### config.mk
export PLATFORM = sky130hd
export DESIGN_NAME = uart_buffered_tx
export DESIGN_NICKNAME = d
export VERILOG_FILES = /design/src/rtl/uart_buffered_tx.sv
export SDC_FILE = /design/constraint.sdc
export NUM_CORES = 1
export LEC_CHECK = 0
export ABC_AREA = 1
export ABC_CLOCK_PERIOD_IN_PS = 3750
export BUFFER_PORTS_ARGS = -buffer_cell sky130_fd_sc_hd__clkbuf_2
export CAP_MARGIN = 40
export CORE_MARGIN = 2
export CORE_UTILIZATION = 60
export CTS_CLUSTER_DIAMETER = 80
export DETAILED_ROUTE_END_ITERATION = 10
export PLACE_DENSITY = 0.81
export SYNTH_ARGS = -nofsm -noshare
export SYNTH_HDL_FRONTEND = slang
export SYNTH_SLANG_ARGS = --single-unit
### constraint.sdc
create_clock -name sys_clk -period 3.75 [get_ports sys_clk]
set_input_delay 0 -clock sys_clk [delete_from_list [all_inputs] [get_ports sys_clk]]
set_output_delay 0 -clock sys_clk [all_outputs]
set_load 0.02 [all_outputs]
### src/rtl/uart_buffered_tx.sv
// Buffered UART transmitter: 16-deep byte FIFO feeding an 8N1 serializer on tx.
// Define UART_PARITY_EN to insert an even-parity bit between the data and stop bits (8E1).
module uart_buffered_tx #(
    parameter int UART_BSP = 115200,
    parameter int CLK_FREQ = 50_000_000,
    parameter int FIFO_AW  = 4
) (
    input  logic               sys_clk,
    input  logic               sys_rst_n,
    input  logic [7:0]         data_in,
    input  logic               wr_en,
    output logic               full,
    output logic               empty,
    output logic [FIFO_AW:0]   level,
    output logic               busy,
    output logic               tx
);
    localparam int BIT_CYC = CLK_FREQ / UART_BSP;
    localparam int DEPTH   = 2 ** FIFO_AW;
    localparam int BW      = (BIT_CYC > 1) ? $clog2(BIT_CYC) : 1;

    localparam logic [BW-1:0]      BAUD_LAST  = BW'(BIT_CYC - 1);
    localparam logic [BW-1:0]      BAUD_ONE   = BW'(1);
    localparam logic [FIFO_AW:0]   LEVEL_FULL = (FIFO_AW + 1)'(DEPTH);
    localparam logic [FIFO_AW:0]   LEVEL_ONE  = (FIFO_AW + 1)'(1);
    localparam logic [FIFO_AW-1:0] PTR_ONE    = FIFO_AW'(1);

    localparam logic [2:0] ST_IDLE   = 3'd0;
    localparam logic [2:0] ST_START  = 3'd1;
    localparam logic [2:0] ST_DATA   = 3'd2;
    localparam logic [2:0] ST_STOP   = 3'd3;
`ifdef UART_PARITY_EN
    localparam logic [2:0] ST_PARITY = 3'd4;
`endif

    logic [7:0]         mem_q [DEPTH];
    logic [FIFO_AW-1:0] wr_ptr_q, wr_ptr_d;
    logic [FIFO_AW-1:0] rd_ptr_q, rd_ptr_d;
    logic [FIFO_AW:0]   level_q, level_d;
    logic               full_q, full_d;
    logic               empty_q, empty_d;
    logic [2:0]         state_q, state_d;
    logic [BW-1:0]      baud_q, baud_d;
    logic [2:0]         bit_idx_q, bit_idx_d;
    logic [7:0]         shift_q, shift_d;
    logic               tx_q, tx_d;
`ifdef UART_PARITY_EN
    logic               parity_q, parity_d;
`endif

    logic       push;
    logic       pop;
    logic       baud_last;
    logic [7:0] head;

    assign head      = mem_q[rd_ptr_q];
    assign baud_last = (baud_q == BAUD_LAST);
    // Full is judged on the pre-edge level, so a write is dropped even when a pop frees a slot.
    assign push      = wr_en && !full_q;
    assign pop       = !empty_q &&
                       ((state_q == ST_IDLE) || ((state_q == ST_STOP) && baud_last));

    always_comb begin
        wr_ptr_d = push ? wr_ptr_q + PTR_ONE : wr_ptr_q;
        rd_ptr_d = pop  ? rd_ptr_q + PTR_ONE : rd_ptr_q;
        level_d  = level_q;
        if (push && !pop) begin
            level_d = level_q + LEVEL_ONE;
        end else if (pop && !push) begin
            level_d = level_q - LEVEL_ONE;
        end
        full_d  = (level_d == LEVEL_FULL);
        empty_d = (level_d == '0);
    end

    always_ff @(posedge sys_clk) begin
        if (push) begin
            mem_q[wr_ptr_q] <= data_in;
        end
    end

    always_comb begin
        state_d   = state_q;
        baud_d    = baud_last ? '0 : baud_q + BAUD_ONE;
        bit_idx_d = bit_idx_q;
        shift_d   = shift_q;
`ifdef UART_PARITY_EN
        parity_d  = parity_q;
`endif
        case (state_q)
            ST_IDLE: begin
                baud_d = '0;
                if (pop) begin
                    state_d   = ST_START;
                    shift_d   = head;
                    bit_idx_d = 3'd0;
`ifdef UART_PARITY_EN
                    parity_d  = ^head;
`endif
                end
            end
            ST_START: begin
                if (baud_last) begin
                    state_d = ST_DATA;
                end
            end
            ST_DATA: begin
                if (baud_last) begin
                    shift_d   = shift_q >> 1;
                    bit_idx_d = bit_idx_q + 3'd1;
                    if (bit_idx_q == 3'd7) begin
`ifdef UART_PARITY_EN
                        state_d = ST_PARITY;
`else
                        state_d = ST_STOP;
`endif
                    end
                end
            end
`ifdef UART_PARITY_EN
            ST_PARITY: begin
                if (baud_last) begin
                    state_d = ST_STOP;
                end
            end
`endif
            ST_STOP: begin
                if (baud_last) begin
                    // Chain straight into the next frame when a byte is waiting.
                    if (pop) begin
                        state_d   = ST_START;
                        shift_d   = head;
                        bit_idx_d = 3'd0;
`ifdef UART_PARITY_EN
                        parity_d  = ^head;
`endif
                    end else begin
                        state_d = ST_IDLE;
                    end
                end
            end
            default: begin
                state_d = ST_IDLE;
                baud_d  = '0;
            end
        endcase
    end

    // The line follows the current state one clock later, keeping tx purely registered.
    always_comb begin
        tx_d = 1'b1;
        case (state_q)
            ST_START:  tx_d = 1'b0;
            ST_DATA:   tx_d = shift_q[0];
`ifdef UART_PARITY_EN
            ST_PARITY: tx_d = parity_q;
`endif
            default:   tx_d = 1'b1;
        endcase
    end

    always_ff @(posedge sys_clk or negedge sys_rst_n) begin
        if (!sys_rst_n) begin
            wr_ptr_q  <= '0;
            rd_ptr_q  <= '0;
            level_q   <= '0;
            full_q    <= 1'b0;
            empty_q   <= 1'b1;
            state_q   <= ST_IDLE;
            baud_q    <= '0;
            bit_idx_q <= 3'd0;
            shift_q   <= 8'h00;
            tx_q      <= 1'b1;
`ifdef UART_PARITY_EN
            parity_q  <= 1'b0;
`endif
        end else begin
            wr_ptr_q  <= wr_ptr_d;
            rd_ptr_q  <= rd_ptr_d;
            level_q   <= level_d;
            full_q    <= full_d;
            empty_q   <= empty_d;
            state_q   <= state_d;
            baud_q    <= baud_d;
            bit_idx_q <= bit_idx_d;
            shift_q   <= shift_d;
            tx_q      <= tx_d;
`ifdef UART_PARITY_EN
            parity_q  <= parity_d;
`endif
        end
    end

    assign full  = full_q;
    assign empty = empty_q;
    assign level = level_q;
    assign busy  = (state_q != ST_IDLE);
    assign tx    = tx_q;

endmodule

==> metrics.txt, run 1 <==
PortBufs=19; Seq cells post-synth=166; Async SR Flop Fraction=0.229; total of max-cap violations=0; Final #Nets=652; CP Depth=8; Worst path max stage delay=480 ps; CP dominant cell by count=inv_1; Final Setup Violations=0; clock period minus worst slack=2290 ps; path depth of the worst reg2reg path=8; Clock Skews=12.9 ps; Core ar.=11600 um^2; vias in the first global route=4744; post-synth top area cell=edfxtp_1; Max Fclk=0.437 GHz; remaining antenna violation count=0; hold slack final=34.3 ps; Die W=113 um; Overall Global Routing Usage=0.269; RSZ-0062 raised after global routing=no; top post-synthesis cells by area=edfxtp_1 (53%), dfrtp_1 (13%), nor2_1 (5.7%); share of cells above drive strength 1=0.127; Reg-to-Reg Start=state_q[0]; syn_area_per_cell=11.7 um^2; crit path to=shift_q[6]; fin. max-slew vios=0; EDFF count, synth=128; synthesized netlist cell count=612; Layout area overhead=10.8%; largest net degree at the start of global routing=67; # resized after CTS=0; most frequent cell after synthesis=edfxtp_1; CTS Sinks=166; dpl ws=1480 ps; hold depth=4; DRT Wirelength=15800 um; Fin. Hold Viols=0; Critical path buffers and inverters=3; TritonRoute pass-1 iters=5; Worst-path clk slew=70 ps; Setup crit start kind=flop; hold crit path type=in -> reg; post-route clock period utilization=0.611; via count=4821; Req. time, crit path=4110 ps; root buffer cell=clkbuf_16; reg2reg setup slack=1460 ps; Worst slew margin=0.480; Synth top cells by count=edfxtp_1 (128), nor2_1 (110), o21ai_0 (69), nand2_1 (51), dfrtp_1 (36); GP Congestion=0.911; DR DRC count=0; worst-path fanout max=12; Netlist cell types=39; diode count=0; num ports=20; Power Density=575 nW/um^2; fin area=7960 um^2; reg2reg end=shift_q[6]; status=completed; CP max stage cell=ha_1; initial antenna violation count=0; post-detailed-route wirelength per cell=20.2 um; insertion delay to the later sink of the worst-skew pair=440 ps; P_leak=0.00294 uW; initial DRC count=627; dominant synthesized flop cell=edfxtp_1; Setup TNS=0 ps; critical path class=reg -> reg; CP delay by family, top=buffers and inverters; Starting Density=0.622; crit end category=flop; CTS buffer count=17; vias per cell=6.16; H-tree depth=4; CTS tree=done; Die Y=113 um; first-pass GRT wire length=25800 um; crit path launch=state_q[0]; critical path arrival=2650 ps; Max VDD drop=0.491 mV; deepest clock path buffer count=2; Die ar.=12900 um^2; Yosys warning count=0; post-detail-place hpwl=10200 um; Final WS setup=1460 ps; syn nets=638; gr ovfl total=0; slew at the pin with the worst max-slew slack=777 ps; Mapped Area=7190 um^2; area share of the largest cell type after synthesis=0.535; crit path cell chain=inv_1 > ha_1 > inv_1 > nand2_4 > nand3_2 > clkinv_1 > o21ai_1 > o22ai_1; row count=39; register area share after synthesis=0.667; placed cell areas=7360 um^2; Tot Pwr=4580 uW
[placed cells by master (no fill, tap or decap), types with 16 or more instances in the layout]
master     instances
clkbuf_2          19
o221ai_1          16
inv_1             35
o21ai_0           69
clkbuf_16         17
nor2_1           110
nand2_1           51
edfxtp_1         128
nand3_1           32
dfrtp_1           36
[how the worst min path moves through the flow]
stage	start	to	slack [ps]
6_report	wr_en	wr_ptr_q[0]	30
5_1_grt	data_in[0]	mem_q[1][0]	70
3_5_place_dp	sys_rst_n	bit_idx_q[1]	-110
2_1_floorplan	sys_rst_n	baud_q[0]	-300
4_1_cts	wr_en	wr_ptr_q[0]	20
3_3_place_gp	sys_rst_n	bit_idx_q[1]	190
[power breakdown]
| group | switching [uW] | internal [uW] |
|---|---|---|
| Clock | 732 | 991 |
| Sequential | 101 | 2180 |
| Combinational | 401 | 168 |
| Total | 1230 | 3340 |
[worst register-to-register path: cells and delay by family, from the launching register on]
family                   cells  cell delay [ps]
adder cells (fa/ha/maj)      1              480
flip-flops                   1              410
AND/OR/NAND/NOR              2              380
buffers and inverters        3              720
AO/OA/AOI/OAI                2              240
[stage by stage]
| step | cells | util |
|---|---|---|
| 3_5_place_dp | 748 | 0.637 |
| 6_report | 782 | 0.689 |
| 2_1_floorplan | 612 | - |
| 5_1_grt | 782 | 0.689 |
| 4_1_cts | 782 | 0.689 |
| 3_3_place_gp | 745 | 0.632 |
[state kept, by name, summed over array words and instances (netlist names)]
signal / flops
mem_q: 128
baud_q: 9
shift_q: 8
level: 5
rd_ptr_q: 4
wr_ptr_q: 4
bit_idx_q: 3
state_q: 2
empty: 1
full: 1
tx: 1
[layer usage]
metal / wire [um] / up-vias / GRT usage
met5: 0 / - / 0
met4: 431 / 0 / 0.107
met3: 1480 / 54 / 0.0786
met2: 7350 / 253 / 0.400
met1: 6500 / 2323 / 0.380
li1: - / 2191 / -
[cell type report]
type	instances	area (um^2)
Multi-Input combinational cell	376	2080
Tap cell	143	179
Timing Repair Buffer	26	185
Clock inverter	12	141
Clock buffer	20	437
Sequential cell	166	4800
Inverter	39	146
Fill cell	767	3600
[what timing repair did]
| item | 4_1_cts | 5_1_grt |
|---|---|---|
| hold buffers | 2 | 0 |
| hold endpoints to repair | 38 | 0 |
| setup buffers | 0 | 0 |
[logic make-up after synthesis]
kind of cell / synth area share
and+or+nand+nor: 0.138
adders and majority gates: 0.0261
xor gates and xnor gates: 0.0171
muxes: 0.00139
buffers and inverters: 0.0439
DFF: 0.667
AOI/OAI and AO/OA: 0.107
Power figures use the tool's default switching activity.
==> run 2: changes to the inputs <==
Settings changed: ABC_AREA 1 to 0, ABC_CLOCK_PERIOD_IN_PS 3750 to 2200.
Clock period 3.75 ns to 2.2 ns, I/O delays scaled along.
==> run 2 against run 1 <==
Net effect:
- global-route usage shrank 3.9 points
- die area shrank 3.2%
- synthesized cell count shrank 34%
- via count fell by 24%
- register-to-register slack lost 1300 ps
- combinational power increased by 60%
- critical path depth decreased by 2
- setup slack worse by 1300 ps
==> metrics.txt, run 2 <==
post-synth top area cell=edfxtp_1; DRT Wirelength=13300 um; Largest regs=mem_q (128), baud_q (9), shift_q (8); status=completed; via count=3686; Largest register FFs=128; most frequent cell after synthesis=edfxtp_1; RSZ-0062 raised after global routing=no; GP Congestion=0.796; clock period minus worst slack=2060 ps; TritonRoute pass-1 iters=5; Starting Density=0.611; hold crit path type=in -> reg; insertion delay to the later sink of the worst-skew pair=420 ps; dpl ws=93.6 ps; Seq cells post-synth=166; root buffer cell=clkbuf_16; most common cell after layout, fill and taps aside=edfxtp_1; crit end category=flop; crit path cell chain=buf_4 > mux4_2 > a22oi_1 > a21oi_1 > a21oi_1 > a21oi_1; fin. max-slew vios=0; largest net degree at the start of global routing=19; Synth top cells by count=edfxtp_1 (128), dfrtp_1 (36), mux4_2 (33), nor2_1 (27), a21oi_1 (22); Fin. Hold Viols=0; Netlist cell types=46; Core ar.=11400 um^2; CTS Sinks=166; Async SR Flop Fraction=0.229; Mapped Area=6950 um^2; post-detail-place hpwl=8320 um; Power Density=1000 nW/um^2; PortBufs=19; register area share after synthesis=0.690; Layout area overhead=14.1%; Final WS setup=136 ps; Worst path max stage delay=530 ps; Final Setup Violations=0; H-tree depth=4; share of cells above drive strength 1=0.246; initial antenna violation count=0; area share of the largest cell type after synthesis=0.553; top post-synthesis cells by area=edfxtp_1 (55%), dfrtp_1 (13%), mux4_2 (11%); critical path arrival=2350 ps; Max VDD drop=0.779 mV; syn_area_per_cell=17.2 um^2; Setup TNS=0 ps; deepest clock path buffer count=2; Final #Nets=468; row count=39; Req. time, crit path=2490 ps; CTS buffer count=17; dominant synthesized flop cell=edfxtp_1; Overall Global Routing Usage=0.229; most flop-heavy register=mem_q; Max Fclk=0.484 GHz; synthesized netlist cell count=404; # fillers=673; initial DRC count=319; slew at the pin with the worst max-slew slack=627 ps; CP max stage cell=dfrtp_2; EDFF count, synth=128; remaining antenna violation count=0; Worst-path clk slew=60 ps; syn nets=430; DR DRC count=0; P_leak=0.00288 uW; vias per cell=6.19; first-pass GRT wire length=21200 um; Die W=112 um; Worst slew margin=0.581; diode count=0; post-detailed-route wirelength per cell=22.4 um; gr ovfl total=0; total of max-cap violations=0; num ports=20; Setup crit start kind=flop; critical path class=reg -> reg; Yosys warning count=0; Die ar.=12500 um^2; CP dominant cell by count=a21oi_1; CTS tree=done; Die Y=112 um; vias in the first global route=3878; worst-path fanout max=7; leading cell types in the layout, fill and taps excluded=edfxtp_1 (128), dfrtp_1 (35), mux4_2 (33); post-route clock period utilization=0.938; Clock Skews=7.63 ps
[run 2: timing repair]
item / CTS / global route
hold buffers: 3 / 0
resized for setup: 0 / 4
hold endpoints to repair: 68 / 0
setup buffers: 0 / 2
endpoints found under the setup margin: 0 / 9
[run 2: kinds of logic (layout without fill, tap and decap cells)]
kind of cell / after synthesis / in the layout / synth area share
simple gates: 86 / 86 / 0.0668
flops: 166 / 166 / 0.690
xor+xnor: 18 / 18 / 0.0275
compound gates: 51 / 51 / 0.0477
mux: 41 / 41 / 0.123
buf+inv: 27 / 75 / 0.0180
fa+ha+maj: 15 / 15 / 0.0270
[run 2: final timing paths]
kind / from / slack, ps / to / depth (start not counted)
max: rd_ptr_q[0] / 140 / shift_q[2] / 6
min: data_in[2] / 9 / mem_q[15][2] / 1
max reg2reg: rd_ptr_q[0] / 140 / shift_q[2] / 6
min reg2reg: shift_q[0] / 520 / tx / 2
max in group asynchronous: sys_rst_n / 1560 / tx / 3
min in group asynchronous: sys_rst_n / 30 / shift_q[5] / 2
[run 2: area by class of cell]
type | count | area (um^2) | share of cell area
clock inverters | 9 | 179 | 0.0226
clock buffers | 20 | 437 | 0.0551
repair buffers | 36 | 255 | 0.0322
inverters | 10 | 37.5 | 0.00473
flip-flops and latches | 166 | 4800 | 0.605
well taps | 143 | 179 | 0.0226
multi-input cells | 211 | 2050 | 0.258
[run 2: layer usage]
metal	track usage	wire [um]	vias to the layer above
met5	0	0	-
met1	0.295	5370	1886
met4	0.0922	367	0
met2	0.383	7010	140
li1	-	-	1628
met3	0.0544	586	32
[run 2: per-stage QoR]
stage	instances	hold slack, ps	utilization	total power, uW	area [um^2]
detailed placement	561	-64.7	0.638	4850	7250
finish	595	8.77	0.698	7930	7930
global route	595	33.2	0.698	8180	7930
global placement	561	-62.6	0.638	4810	7250
CTS	593	2.89	0.695	7960	7900
floorplan	404	-296	-	4540	6950
[run 2: critical path: cells and delay by family, from the launching register on]
| kind | cells | cell delay [ps] |
|---|---|---|
| AO/OA/AOI/OAI | 4 | 630 |
| flip-flops | 1 | 530 |
| multiplexers | 1 | 520 |
| buffers and inverters | 1 | 240 |
[run 2: power by group]
part	switching, uW	internal (uW)	total, uW
Sequential	195	3730	3920
Clock	1110	1990	3100
Combinational	568	343	911
Total	1870	6060	7930
==> run 3: changes to the inputs <==
Settings changed: CORE_MARGIN 2 to unset, SETUP_SLACK_MARGIN set to 0.15.
==> run 3 against run 2 <==
Net effect:
- total power fell by 2.3%
- first-iteration DRC count rose by 15%
- flip-flop and latch count did not move
- register-to-register slack barely moved
- die area fell by 3.6%
- via count fell by 1.3%
- clock power fell by 8.1%
- final cell count rose by 0.84%
- combinational power rose by 7.8%
- count of clock-buffer cells in the layout rose by 1
- clock skew rose by 0.87 ps
==> metrics.txt, run 3 (synthesized netlist as in run 2, its figures left out) <==
TritonRoute pass-1 iters=4; Clock Skews=8.49 ps; vias per cell=6.07; CP max stage cell=dfrtp_1; post-route clock period utilization=0.941; initial antenna violation count=0; Largest regs=mem_q (128), baud_q (9), shift_q (8); RSZ-0062 raised after global routing=yes; total of max-cap violations=0; CTS Sinks=166; post-detailed-route wirelength per cell=21.3 um; clock period minus worst slack=2070 ps; Setup crit start kind=flop; Worst-path clk slew=60 ps; Worst slew margin=0.548; remaining antenna violation count=0; initial DRC count=367; met3 usage=0.0705; fin. max-slew vios=0; crit path launch=state_q[0]; CP delay by family, top=simple AND/OR/NAND/NOR gates; placed cell areas=7250 um^2; crit path cell chain=ha_1 > nor2b_2 > a31oi_4 > buf_12 > mux2i_4 > xor2_2 > nor4_1; Die W=110 um; Critical path buffers and inverters=1; H-tree depth=4; met1 Use GR=0.305; CTS tree=done; PortBufs=19; root buffer cell=clkbuf_16; Fin. Hold Viols=0; grt peak-use layer=met2; fin area=8000 um^2; Setup TNS=0 ps; Final #Nets=473; Largest register FFs=128; Worst path max stage delay=420 ps; diode count=0; worst-path fanout max=5; most flop-heavy register=mem_q; critical path class=reg -> reg; num ports=20; Starting Density=0.627; Overall Global Routing Usage=0.236; via count=3639; Final Setup Violations=0; most common cell after layout, fill and taps aside=edfxtp_1; largest net degree at the start of global routing=28; Max Fclk=0.483 GHz; post-detail-place hpwl=8430 um; P_leak=0.00289 uW; DR DRC count=0; deepest clock path buffer count=2; Layout area overhead=15.1%; gr ovfl total=0; critical path arrival=2380 ps; Core ar.=11100 um^2; DRT Wirelength=12800 um; CTS buffer count=17; crit end category=flop; first-pass GRT wire length=19800 um; hold crit path type=in -> async; Req. time, crit path=2510 ps; Die ar.=12000 um^2; Reg-to-Reg Start=state_q[0]; row count=38; slew at the pin with the worst max-slew slack=677 ps; GP Congestion=0.731; status=completed; vias in the first global route=3715; M2 GR Usage=0.380; insertion delay to the later sink of the worst-skew pair=430 ps; share of cells above drive strength 1=0.283; Power Density=969 nW/um^2; Max VDD drop=0.876 mV; leading cell types in the layout, fill and taps excluded=edfxtp_1 (128), mux4_2 (33), dfrtp_1 (32); Die Y=110 um
-- run 3: repair_timing --
action | in CTS | in global routing
endpoints found under the hold margin | 86 | 0
resized for setup | 3 | 13
hold buffers | 4 | 0
setup buffers | 3 | 3
endpoints found under the setup margin | 9 | 9
pin swaps | 1 | 3
-- run 3: where the power goes --
| group | switching [uW] | total (uW) | leakage (uW) | internal, uW |
|---|---|---|---|---|
| combinational | 609 | 982 | 0.000986 | 373 |
| clock | 1230 | 2850 | 0.000288 | 1630 |
| sequential | 190 | 3910 | 0.00162 | 3720 |
-- run 3: worst paths after layout --
check	endpoint	slack (ps)	cells after the start
max	empty	130	7
min	bit_idx_q[2]	10	2
max reg2reg	empty	130	7
min reg2reg	baud_q[0]	520	1
max in group asynchronous	empty	1660	3
min in group sys_clk	mem_q[12][3]	20	1
-- run 3: metrics by stage --
stage / worst slack, ps / std cells / hold WS, ps / total power (uW) / utilization
floorplan: 321 / 404 / -296 / 4540 / -
global placement: 159 / 557 / 201 / 4800 / 0.653
detailed placement: 96.2 / 558 / -83.5 / 4860 / 0.654
CTS: 151 / 597 / 1.23 / 7700 / 0.714
global route: 32.9 / 600 / 23.0 / 8020 / 0.722
finish: 129 / 600 / 10.0 / 7750 / 0.722
-- run 3: worst reg2reg max path, stage by stage, from the launching register on --
cell and delay [ps]:
dfrtp_1 420, ha_1 250, nor2b_2 190, a31oi_4 200
buf_12 150, mux2i_4 240, xor2_2 130, nor4_1 380
-- run 3: routing by layer --
metal | part of all wire | vias to the layer above
li1 | - | 1643
met1 | 0.41 | 1859
met2 | 0.52 | 118
met3 | 0.057 | 19
met4 | 0.014 | 0
met5 | 0 | -
-- run 3: layout make-up --
cell class | instances | area, um^2
sequential | 166 | 4800
timing repair buffer | 41 | 308
fill | 604 | 3080
clock inverter | 11 | 85.1
clock buffer | 21 | 493
multi-input combinational | 211 | 2100
inverter | 10 | 37.5
tap | 140 | 175
